`src/rtl/key_loader.sv`:
```
// key_loader: stores a 128-bit key as four words and streams it MSB-first, one byte per cycle
module key_loader #(
    parameter bit CLR_ON_DONE = 1'b1
) (
    input  logic        clk,
    input  logic        rst,
    input  logic [31:0] key_word,
    input  logic [1:0]  key_idx,
    input  logic        key_wr,
    input  logic        start,
    input  logic        abort,
    output logic        ready,
    output logic [7:0]  key_byte,
    output logic        key_sel,
    output logic        key_done,
    output logic        err
);
    typedef enum logic [1:0] {IDLE, STREAM, DONE} state_t;

    state_t      state_q, state_d;
    logic [3:0]  mask_q, mask_d;
    logic [3:0]  cnt_q, cnt_d;
    logic [31:0] key_q [4];
    logic [31:0] key_d [4];
    logic [7:0]  byte_q, byte_d;
    logic        err_q, err_d;
    logic [31:0] word_sel;

    assign ready    = state_q == IDLE;
    assign key_sel  = state_q == STREAM;
    assign key_done = state_q == DONE;
    assign key_byte = byte_q;
    assign err      = err_q;

    // Next state, key storage and the byte that will be visible in the next cycle
    always_comb begin
        state_d = state_q;
        cnt_d   = cnt_q;
        mask_d  = mask_q;
        key_d   = key_q;
        err_d   = 1'b0;
        if (abort) begin
            state_d = IDLE;
            cnt_d   = '0;
            mask_d  = '0;
            key_d   = '{default: '0};
        end else begin
            unique case (state_q)
                IDLE: begin
                    if (key_wr) begin
                        key_d[key_idx]  = key_word;
                        mask_d[key_idx] = 1'b1;
                    end else if (start) begin
                        if (&mask_q) begin
                            state_d = STREAM;
                            cnt_d   = '0;
                        end else begin
                            err_d = 1'b1;
                        end
                    end
                end
                STREAM: begin
                    err_d = key_wr;
                    cnt_d = cnt_q + 4'd1;
                    state_d = (cnt_q == 4'd15) ? DONE : STREAM;
                end
                DONE: begin
                    err_d   = key_wr;
                    state_d = IDLE;
                    if (CLR_ON_DONE) begin
                        mask_d = '0;
                        key_d  = '{default: '0};
                    end
                end
                default: state_d = IDLE;
            endcase
        end
        word_sel = key_q[cnt_d[3:2]];
        byte_d   = (state_d == STREAM) ? word_sel[{~cnt_d[1:0], 3'b000} +: 8] : 8'h00;
    end

    // State, key and output registers; reset clears everything at once
    always_ff @(posedge clk or posedge rst) begin
        if (rst) begin
            state_q <= IDLE;
            cnt_q   <= '0;
            mask_q  <= '0;
            key_q   <= '{default: '0};
            byte_q  <= 8'h00;
            err_q   <= 1'b0;
        end else begin
            state_q <= state_d;
            cnt_q   <= cnt_d;
            mask_q  <= mask_d;
            key_q   <= key_d;
            byte_q  <= byte_d;
            err_q   <= err_d;
        end
    end
endmodule

```
`config.mk`:
```
export PLATFORM = sky130hd
export DESIGN_NAME = key_loader
export DESIGN_NICKNAME = d
export VERILOG_FILES = /design/src/rtl/key_loader.sv
export SDC_FILE = /design/constraint.sdc
export NUM_CORES = 1
export LEC_CHECK = 0
export CELL_PAD_IN_SITES_DETAIL_PLACEMENT = 1
export CELL_PAD_IN_SITES_GLOBAL_PLACEMENT = 1
export CORE_ASPECT_RATIO = 0.9
export CORE_MARGIN = 1.5
export CORE_UTILIZATION = 35
export CTS_BUF_LIST = sky130_fd_sc_hd__clkbuf_8 sky130_fd_sc_hd__clkbuf_16
export CTS_CLUSTER_DIAMETER = 30
export CTS_CLUSTER_SIZE = 40
export DETAILED_ROUTE_END_ITERATION = 6
export GPL_TIMING_DRIVEN = 0
export MAX_ROUTING_LAYER = met4
export PLACE_DENSITY_LB_ADDON = 0.1
export SLEW_MARGIN = 0
export SYNTH_ARGS = -nofsm -noshare
export SYNTH_HDL_FRONTEND = slang
export SYNTH_SLANG_ARGS = --single-unit
```
`constraint.sdc`:
```
create_clock -name clk -period 10.9 [get_ports clk]
set_clock_uncertainty 0.1 [all_clocks]
set_input_delay 1.09 -clock clk [delete_from_list [all_inputs] [get_ports clk]]
set_output_delay 1.09 -clock clk [all_outputs]
set_load 0.02 [all_outputs]
```
==> results of run 1 <==
[per-layer routing]
layer  share of wire [%]  vias up  track usage (%)
li1                    -     2409                -
met1                  48     2846            33.60
met2                  47      124            38.52
met3                 4.0       20            4.379
met4                 1.1        0            5.556
met5                   0        -                -
[layout by cell type, fill, tap and decap left out, types with 2 or more instances in the layout]
master / n
sky130_fd_sc_hd__a21o_1: 2
sky130_fd_sc_hd__a21oi_1: 31
sky130_fd_sc_hd__a22o_1: 128
sky130_fd_sc_hd__a22oi_1: 2
sky130_fd_sc_hd__a31oi_1: 11
sky130_fd_sc_hd__and3_1: 2
sky130_fd_sc_hd__buf_2: 8
sky130_fd_sc_hd__buf_4: 4
sky130_fd_sc_hd__buf_6: 4
sky130_fd_sc_hd__clkbuf_1: 26
sky130_fd_sc_hd__clkbuf_16: 17
sky130_fd_sc_hd__clkbuf_8: 2
sky130_fd_sc_hd__clkdlybuf4s50_1: 50
sky130_fd_sc_hd__clkinv_2: 7
sky130_fd_sc_hd__clkinv_4: 2
sky130_fd_sc_hd__clkinvlp_4: 3
sky130_fd_sc_hd__dfrtp_1: 147
sky130_fd_sc_hd__ha_1: 5
sky130_fd_sc_hd__inv_1: 7
sky130_fd_sc_hd__inv_2: 2
sky130_fd_sc_hd__inv_6: 2
sky130_fd_sc_hd__mux2i_1: 3
sky130_fd_sc_hd__nand2_1: 131
sky130_fd_sc_hd__nand3_1: 29
sky130_fd_sc_hd__nand4_1: 9
sky130_fd_sc_hd__nor2_1: 34
sky130_fd_sc_hd__nor3_1: 3
sky130_fd_sc_hd__nor3b_2: 2
sky130_fd_sc_hd__o211ai_2: 2
sky130_fd_sc_hd__o21ai_0: 2
sky130_fd_sc_hd__o221ai_1: 7
[logic make-up (layout without fill, tap and decap cells)]
| group | Yosys count | after routing | share of synthesized area [%] |
|---|---|---|---|
| simple gates | 219 | 219 | 14.55 |
| fa+ha+maj | 5 | 5 | 0.9588 |
| mux | 4 | 4 | 0.6328 |
| flops | 147 | 147 | 56.38 |
| compound gates | 192 | 192 | 23.51 |
| buf+inv | 54 | 137 | 3.969 |
[path summary, 6_finish.rpt]
path	to	slack, ns	depth (start not counted)	startpoint
max	key_byte[4]	7.39	8	key_wr
min	key_q[33]	0.40	1	key_q[33]
max reg2reg	key_byte[4]	7.68	10	state_q[0]
min reg2reg	key_q[33]	0.40	1	key_q[33]
max in group asynchronous	key_q[79]	8.82	3	rst
min in group asynchronous	state_q[0]	0.99	2	rst
[power by group]
| group | internal, mW | switching [mW] |
|---|---|---|
| registers | 0.568 | 0.0133 |
| clock network | 0.324 | 0.241 |
| logic | 0.0382 | 0.0602 |
[critical path, cell delays in order]
cell and delay, ns:
sky130_fd_sc_hd__clkdlybuf4s50_1 0.51, sky130_fd_sc_hd__and3b_1 0.26, sky130_fd_sc_hd__o2111ai_1 0.12, sky130_fd_sc_hd__nand3_1 0.32
sky130_fd_sc_hd__nor2_1 0.74, sky130_fd_sc_hd__nand3_1 0.26, sky130_fd_sc_hd__nand4_1 0.26, sky130_fd_sc_hd__o221ai_1 0.15
[layout make-up]
type	count	area share (%)
plain buffers	43	2.731
clock buffers	19	5.714
clock inverters	13	1.373
inverters	11	0.5998
multi-input cells	420	32.64
flip-flops and latches	147	46.41
well taps	245	3.867
repair buffers	51	6.661
[sequential cells by signal (all words and copies together), names as in the netlist]
register and flops:
state_q 2, cnt_q 4, key_byte 8, err 1, mask_q 4, key_q 128
[through the flow]
stage / std cells / instance area, µm² / setup WS, ns / hold slack, ns / util [%]
after CTS: 949 / 7926 / 7.367 / 0.4035 / 43.20
after global placement: 916 / 7332 / 3.685 / 0.3816 / 39.96
after detailed placement: 917 / 7365 / 6.968 / 0.3814 / 40.14
after global routing: 949 / 7926 / 7.230 / 0.4121 / 43.20
after floorplan: 621 / 6525 / 5.759 / 0.3654 / -
final: 949 / 7926 / 7.388 / 0.3995 / 43.20
==> insert_results.sql, run 1 <==
INSERT INTO impl_metrics (metric_group, metric, value, unit) VALUES
('detailed_routing', 'route.detailed.wl_per_inst', '23.32', 'µm'),
('synth', 'synthesis.yosys.warnings', '0', ''),
('detailed_routing', 'drt_pass1_iterations', '5', ''),
('die', 'initial_cell_density_of_the_core', '35.56', '%'),
('synth', 'synth_edf_count', '0', ''),
('finish', 'multi_input_comb_area', '2587', 'µm²'),
('timing', 'final.setup.tns', '0', 'ns'),
('global_route', 'grt_max_degree', '92', ''),
('synth', 'synthDominantAreaCellType', 'sky130_fd_sc_hd__dfrtp_1', ''),
('detailed_routing', 'drc_errors', '0', ''),
('cts', 'path_clk_slew', '0.06', 'ns'),
('critical_path', 'endpoint_arrival_time_on_the_critical_path', '3.70', 'ns'),
('critical_path', 'cp_max_fanout', '8', ''),
('synth', 'post_synth_inst_count', '621', ''),
('detailed_routing', 'wl', '22.13', 'mm'),
('cts', 'tritoncts_num_sinks', '147', ''),
('critical_path', 'critPathLaunchType', 'primary input', ''),
('synth', 'most_instantiated_cells_after_synthesis', 'sky130_fd_sc_hd__dfrtp_1, sky130_fd_sc_hd__nand2_1, sky130_fd_sc_hd__a22o_1', ''),
('die', 'die_x', '146.9', 'µm'),
('place', 'gp_routability_congestion', '0.8090', ''),
('synth', 'synthFlopType', 'sky130_fd_sc_hd__dfrtp_1', ''),
('finish', 'area.sequential', '3679', 'µm²'),
('global_route', 'initial_antenna_violation_count', '0', ''),
('cts', 'numCtsBuffers', '17', ''),
('finish', 'antenna-diode-count', '0', ''),
('timing', 'max-slew-margin-rel', '28.50', '%'),
('global_route', 'grt_pass1_wl', '34.91', 'mm'),
('cts', 'cts.repair.resized', '0', ''),
('place', 'io_buffer_count', '50', ''),
('die', 'ios', '51', ''),
('timing', 'finalSetupViolCount', '0', ''),
('detailed_routing', 'via_count', '5399', ''),
('critical_path', 'timing.critical_path.to_type', 'flip-flop', ''),
('cts', 'clock_insertion_delay_at_the_later_pin_of_the_skew_report', '0.43', 'ns'),
('timing', 'final.period_utilization', '32.22', '%'),
('timing', 'hold_violations', '0', ''),
('finish', 'num-fill-cells', '2040', ''),
('detailed_routing', 'ant_nets', '0', ''),
('critical_path', 'worst-endpoint-required', '11.09', 'ns'),
('global_route', 'first_global_vias', '5789', ''),
('cts', 'clock_tree.buffer_depth', '2', ''),
('flow_run', 'cap_viol_max_count', '0', ''),
('synth', 'yosysTopAreaCellShare', '56.38', '%'),
('timing', 'final.min_clock_period', '3.512', 'ns'),
('die', 'floorplan.die_area', '19470', 'µm²'),
('die', 'core_area', '18350', 'µm²'),
('place', 'place.detailed.hpwl', '14.50', 'mm'),
('cts', 'tritoncts_clock_tree', 'done', ''),
('cts', 'cts_htree_levels', '4', ''),
('power_and_ir_drop', 'leakagePower', '3.473', 'nW'),
('die', 'die_height', '132.5', 'µm'),
('power_and_ir_drop', 'power.total', '1.245', 'mW'),
('finish', 'drive_gt1_share', '8.949', '%'),
('synth', 'yosysSeqAreaShare', '56.38', '%'),
('cts', 'post-cts-setup-buffer-count', '0', ''),
('synth', 'synth.lib_cells_used.distinct', '43', ''),
('detailed_routing', 'drtIter0Drc', '450', ''),
('synth', 'synth.most_common_cell', 'sky130_fd_sc_hd__dfrtp_1', ''),
('synth', 'synth_seq_cells', '147', ''),
('synth', 'post_synth_instance_area', '6525', 'µm²'),
('hold_path', 'holdCritPathClass', 'reg -> reg', ''),
('power_and_ir_drop', 'pwr_density_cell', '157.0', 'nW/µm²'),
('global_route', 'grt_use_total', '24.64', '%'),
('critical_path', 'criticalPathCategory', 'in -> reg', ''),
('power_and_ir_drop', 'vdd.ir_drop.worst', '0.00009649', 'V'),
('die', 'fp-row-count', '47', ''),
('timing', 'grt_setup_unrepaired', 'no', ''),
('timing', 'slew_viol_final', '0', ''),
('synth', 'net_count_after_synthesis', '665', ''),
('global_route', 'overflow', '0', ''),
('timing', 'fmax', '0.2847', 'GHz'),
('cts', 'cts_hold_buf', '0', ''),
('synth', 'synthTopCellsByArea', 'sky130_fd_sc_hd__dfrtp_1, sky130_fd_sc_hd__a22o_1, sky130_fd_sc_hd__nand2_1', ''),
('cts', 'cts_root_buffer', 'sky130_fd_sc_hd__clkbuf_16', ''),
('finish', 'synthToLayoutAreaGrowth', '21.48', '%'),
('synth', 'synthArstFlopShare', '100.0', '%'),
('synth', 'syn_avg_cell_area', '10.51', 'µm²'),
('detailed_routing', 'post_drt_via_cell_ratio', '5.689', ''),
('run_status', 'outcome', 'complete, no violations', ''),
('timing', 'max_slew.worst_pin.slew', '1.063', 'ns'),
('finish', 'nets', '735', '');
Note: power is estimated with default switching activity, not from simulation.
==> run 2, diff against run 1 <==
Clock period 10.9 ns to 3.53 ns, I/O delays scaled along.
==> run 2 against run 1 <==
Non-clock buffer count increased by 2. Cell count increased by 0.21%. Wire length decreased by 1.1%. Setup slack got worse by 7.0 ns. Critical endpoint is now key_byte[7]. Sequential share of layout area about the same. Register-to-register slack got worse by 7.3 ns. Clock power increased to 2.9 times the previous value. First-iteration DRC count decreased by 11%. Sequential power increased to 3.1 times the previous value. Die area unchanged. Total power increased to 3.0 times the previous value.
==> insert_results.sql, run 2 (same netlist as run 1, synthesis figures left out) <==
INSERT INTO impl_metrics (metric_group, metric, value, unit) VALUES
('critical_path', 'cp_top_family', 'simple AND/OR/NAND/NOR gates', ''),
('detailed_routing', 'drtIter0Drc', '402', ''),
('die', 'die_x', '146.9', 'µm'),
('timing', 'finalHoldWorstSlack', '0.3085', 'ns'),
('timing', 'max-slew-margin-rel', '27.15', '%'),
('finish', 'most_common_library_cell_in_the_layout_ignoring_fill_and_taps', 'sky130_fd_sc_hd__dfrtp_1', ''),
('cts', 'numCtsBuffers', '17', ''),
('finish', 'drive_gt1_share', '8.782', '%'),
('cts', 'cts_root_buffer', 'sky130_fd_sc_hd__clkbuf_16', ''),
('cts', 'tritoncts_clock_tree', 'done', ''),
('critical_path', 'endpoint_arrival_time_on_the_critical_path', '3.35', 'ns'),
('place', 'gp_routability_congestion', '0.8019', ''),
('critical_path', 'critPathSlowestCell', 'sky130_fd_sc_hd__nor2_1', ''),
('detailed_routing', 'drc_errors', '0', ''),
('finish', 'synthToLayoutAreaGrowth', '21.38', '%'),
('die', 'fp-row-count', '47', ''),
('power_and_ir_drop', 'pwr_density_cell', '471.4', 'nW/µm²'),
('detailed_routing', 'wl', '21.88', 'mm'),
('cts', 'cts.repair.resized', '0', ''),
('cts', 'post-cts-setup-buffer-count', '0', ''),
('timing', 'final.setup.tns', '0', 'ns'),
('die', 'ios', '51', ''),
('die', 'floorplan.die_area', '19470', 'µm²'),
('timing', 'fmax', '0.3142', 'GHz'),
('detailed_routing', 'route.detailed.wl_per_inst', '23.01', 'µm'),
('die', 'core_area', '18350', 'µm²'),
('detailed_routing', 'via_count', '5471', ''),
('cts', 'path_clk_slew', '0.06', 'ns'),
('global_route', 'overflow', '0', ''),
('finish', 'largest_register_ffs', '128', ''),
('critical_path', 'critical_path_buf_inv_count', '2', ''),
('place', 'place.detailed.hpwl', '14.76', 'mm'),
('flow_run', 'cap_viol_max_count', '0', ''),
('cts', 'clock_tree.buffer_depth', '2', ''),
('critical_path', 'crit_path_cell_trace', 'inv_1 -> ha_1 -> and3b_1 -> o2111ai_1 -> nand3_1 -> inv_2 -> nor2_1 -> nand3_1 -> nand4_1 -> o221ai_1', ''),
('cts', 'clock_insertion_delay_at_the_later_pin_of_the_skew_report', '0.43', 'ns'),
('critical_path', 'r2r-end', 'key_byte[7]', ''),
('critical_path', 'critPathLaunchType', 'flip-flop', ''),
('critical_path', 'r2r.worst_path.cells', '10', ''),
('die', 'die_height', '132.5', 'µm'),
('detailed_routing', 'drt_pass1_iterations', '5', ''),
('global_route', 'first_global_vias', '5861', ''),
('finish', 'layout_common_cells', 'sky130_fd_sc_hd__dfrtp_1, sky130_fd_sc_hd__nand2_1, sky130_fd_sc_hd__a22o_1', ''),
('global_route', 'initial_antenna_violation_count', '0', ''),
('hold_path', 'holdCritPathClass', 'in -> async', ''),
('global_route', 'grt_use_total', '24.50', '%'),
('critical_path', 'timing.critical_path.to_type', 'flip-flop', ''),
('critical_path', 'worst-endpoint-required', '3.70', 'ns'),
('cts', 'tritoncts_num_sinks', '147', ''),
('timing', 'final.period_utilization', '90.15', '%'),
('die', 'initial_cell_density_of_the_core', '35.56', '%'),
('critical_path', 'cell_occurring_most_often_along_the_worst_timing_path', 'sky130_fd_sc_hd__nand3_1', ''),
('timing', 'final.min_clock_period', '3.182', 'ns'),
('timing', 'grt_setup_unrepaired', 'no', ''),
('power_and_ir_drop', 'vdd.ir_drop.worst', '0.0003167', 'V'),
('timing', 'finalSetupViolCount', '0', ''),
('critical_path', 'timing.critical_path.slowest_cell_delay', '0.58', 'ns'),
('timing', 'hold_violations', '0', ''),
('critical_path', 'r2r_slack', '0.35', 'ns'),
('place', 'io_buffer_count', '50', ''),
('critical_path', 'r2r-start', 'state_q[0]', ''),
('global_route', 'grt_max_degree', '43', ''),
('power_and_ir_drop', 'leakagePower', '3.485', 'nW'),
('run_status', 'outcome', 'complete, no violations', ''),
('critical_path', 'criticalPathCategory', 'reg -> reg', ''),
('cts', 'cts_hold_buf', '0', ''),
('finish', 'num-fill-cells', '2059', ''),
('finish', 'nets', '737', ''),
('timing', 'slew_viol_final', '0', ''),
('detailed_routing', 'ant_nets', '0', ''),
('detailed_routing', 'post_drt_via_cell_ratio', '5.753', ''),
('global_route', 'grt_pass1_wl', '34.90', 'mm'),
('cts', 'cts_htree_levels', '4', ''),
('finish', 'top_register', 'key_q', ''),
('finish', 'antenna-diode-count', '0', ''),
('critical_path', 'cp_max_fanout', '8', ''),
('timing', 'max_slew.worst_pin.slew', '1.083', 'ns');
-- run 2: cell types whose count changed in the layout (fill, tap and decap cells not counted), sizes merged --
cell      before  now
buf           18   20
bufinv         1    0
clkinv         9   10
clkinvlp       3    2
inv           11   12
-- run 2: routing by layer --
metal  track usage (%)  vias up  wire length (µm)
li1                  -     2411                 -
met2             36.53      158              9979
met1             33.39     2870             10260
met4             7.500        0               454
met3             5.483       32              1192
met5                 -        -                 0
-- run 2: worst max-delay path by stage --
stage | startpoint | to | cells past startpoint
after global routing | state_q[0] | key_byte[5] | 10
final | state_q[0] | key_byte[7] | 10
after CTS | state_q[0] | key_byte[7] | 9
after global placement | rst | key_q[76] | 2
after floorplan | state_q[0] | key_byte[6] | 11
after detailed placement | key_wr | key_byte[7] | 8
-- run 2: power breakdown --
part / switching [mW] / internal (mW) / leakage, nW
logic: 0.186 / 0.122 / 1.20
registers: 0.0408 / 1.75 / 2.01
clock network: 0.713 / 0.919 / 0.276
-- run 2: cell type report --
cell class / instances / area, µm² / area share (%)
flip-flops and latches: 147 / 3679 / 46.45
multi-input cells: 420 / 2587 / 32.67
repair buffers: 53 / 560.5 / 7.077
clock buffers: 19 / 452.9 / 5.719
well taps: 245 / 306.5 / 3.870
plain buffers: 43 / 216.5 / 2.733
clock inverters: 13 / 71.32 / 0.9005
inverters: 11 / 46.29 / 0.5845
-- run 2: per-stage QoR --
stage,power (mW),std cells,setup slack (ns),instance area (µm²),utilization (%)
6_report,3.733,951,0.3476,7920,43.17
5_1_grt,3.875,951,0.09185,7920,43.17
4_1_cts,3.767,951,0.3259,7920,43.17
3_5_place_dp,2.129,919,0.3102,7396,40.31
3_3_place_gp,2.109,916,-0.08881,7336,39.98
2_1_floorplan,1.974,621,1.105,6529,-
==> run 3, diff against run 2 <==
==> constraint.sdc (replaced) <==
create_clock -name clk -period 3.53 [get_ports clk]
set_clock_uncertainty 0.1 [all_clocks]
set_input_delay 0.706 -clock clk [delete_from_list [all_inputs] [get_ports clk]]
set_output_delay 0.706 -clock clk [all_outputs]
set_load 0.02 [all_outputs]
==> results of run 3 <==
The final DEF is identical to that of run 2. Status: complete, no violations.
Among the figures that moved: setup slack after placement 0.3102 ns -> -0.04283 ns; hold slack 0.3085 ns -> 0.3984 ns
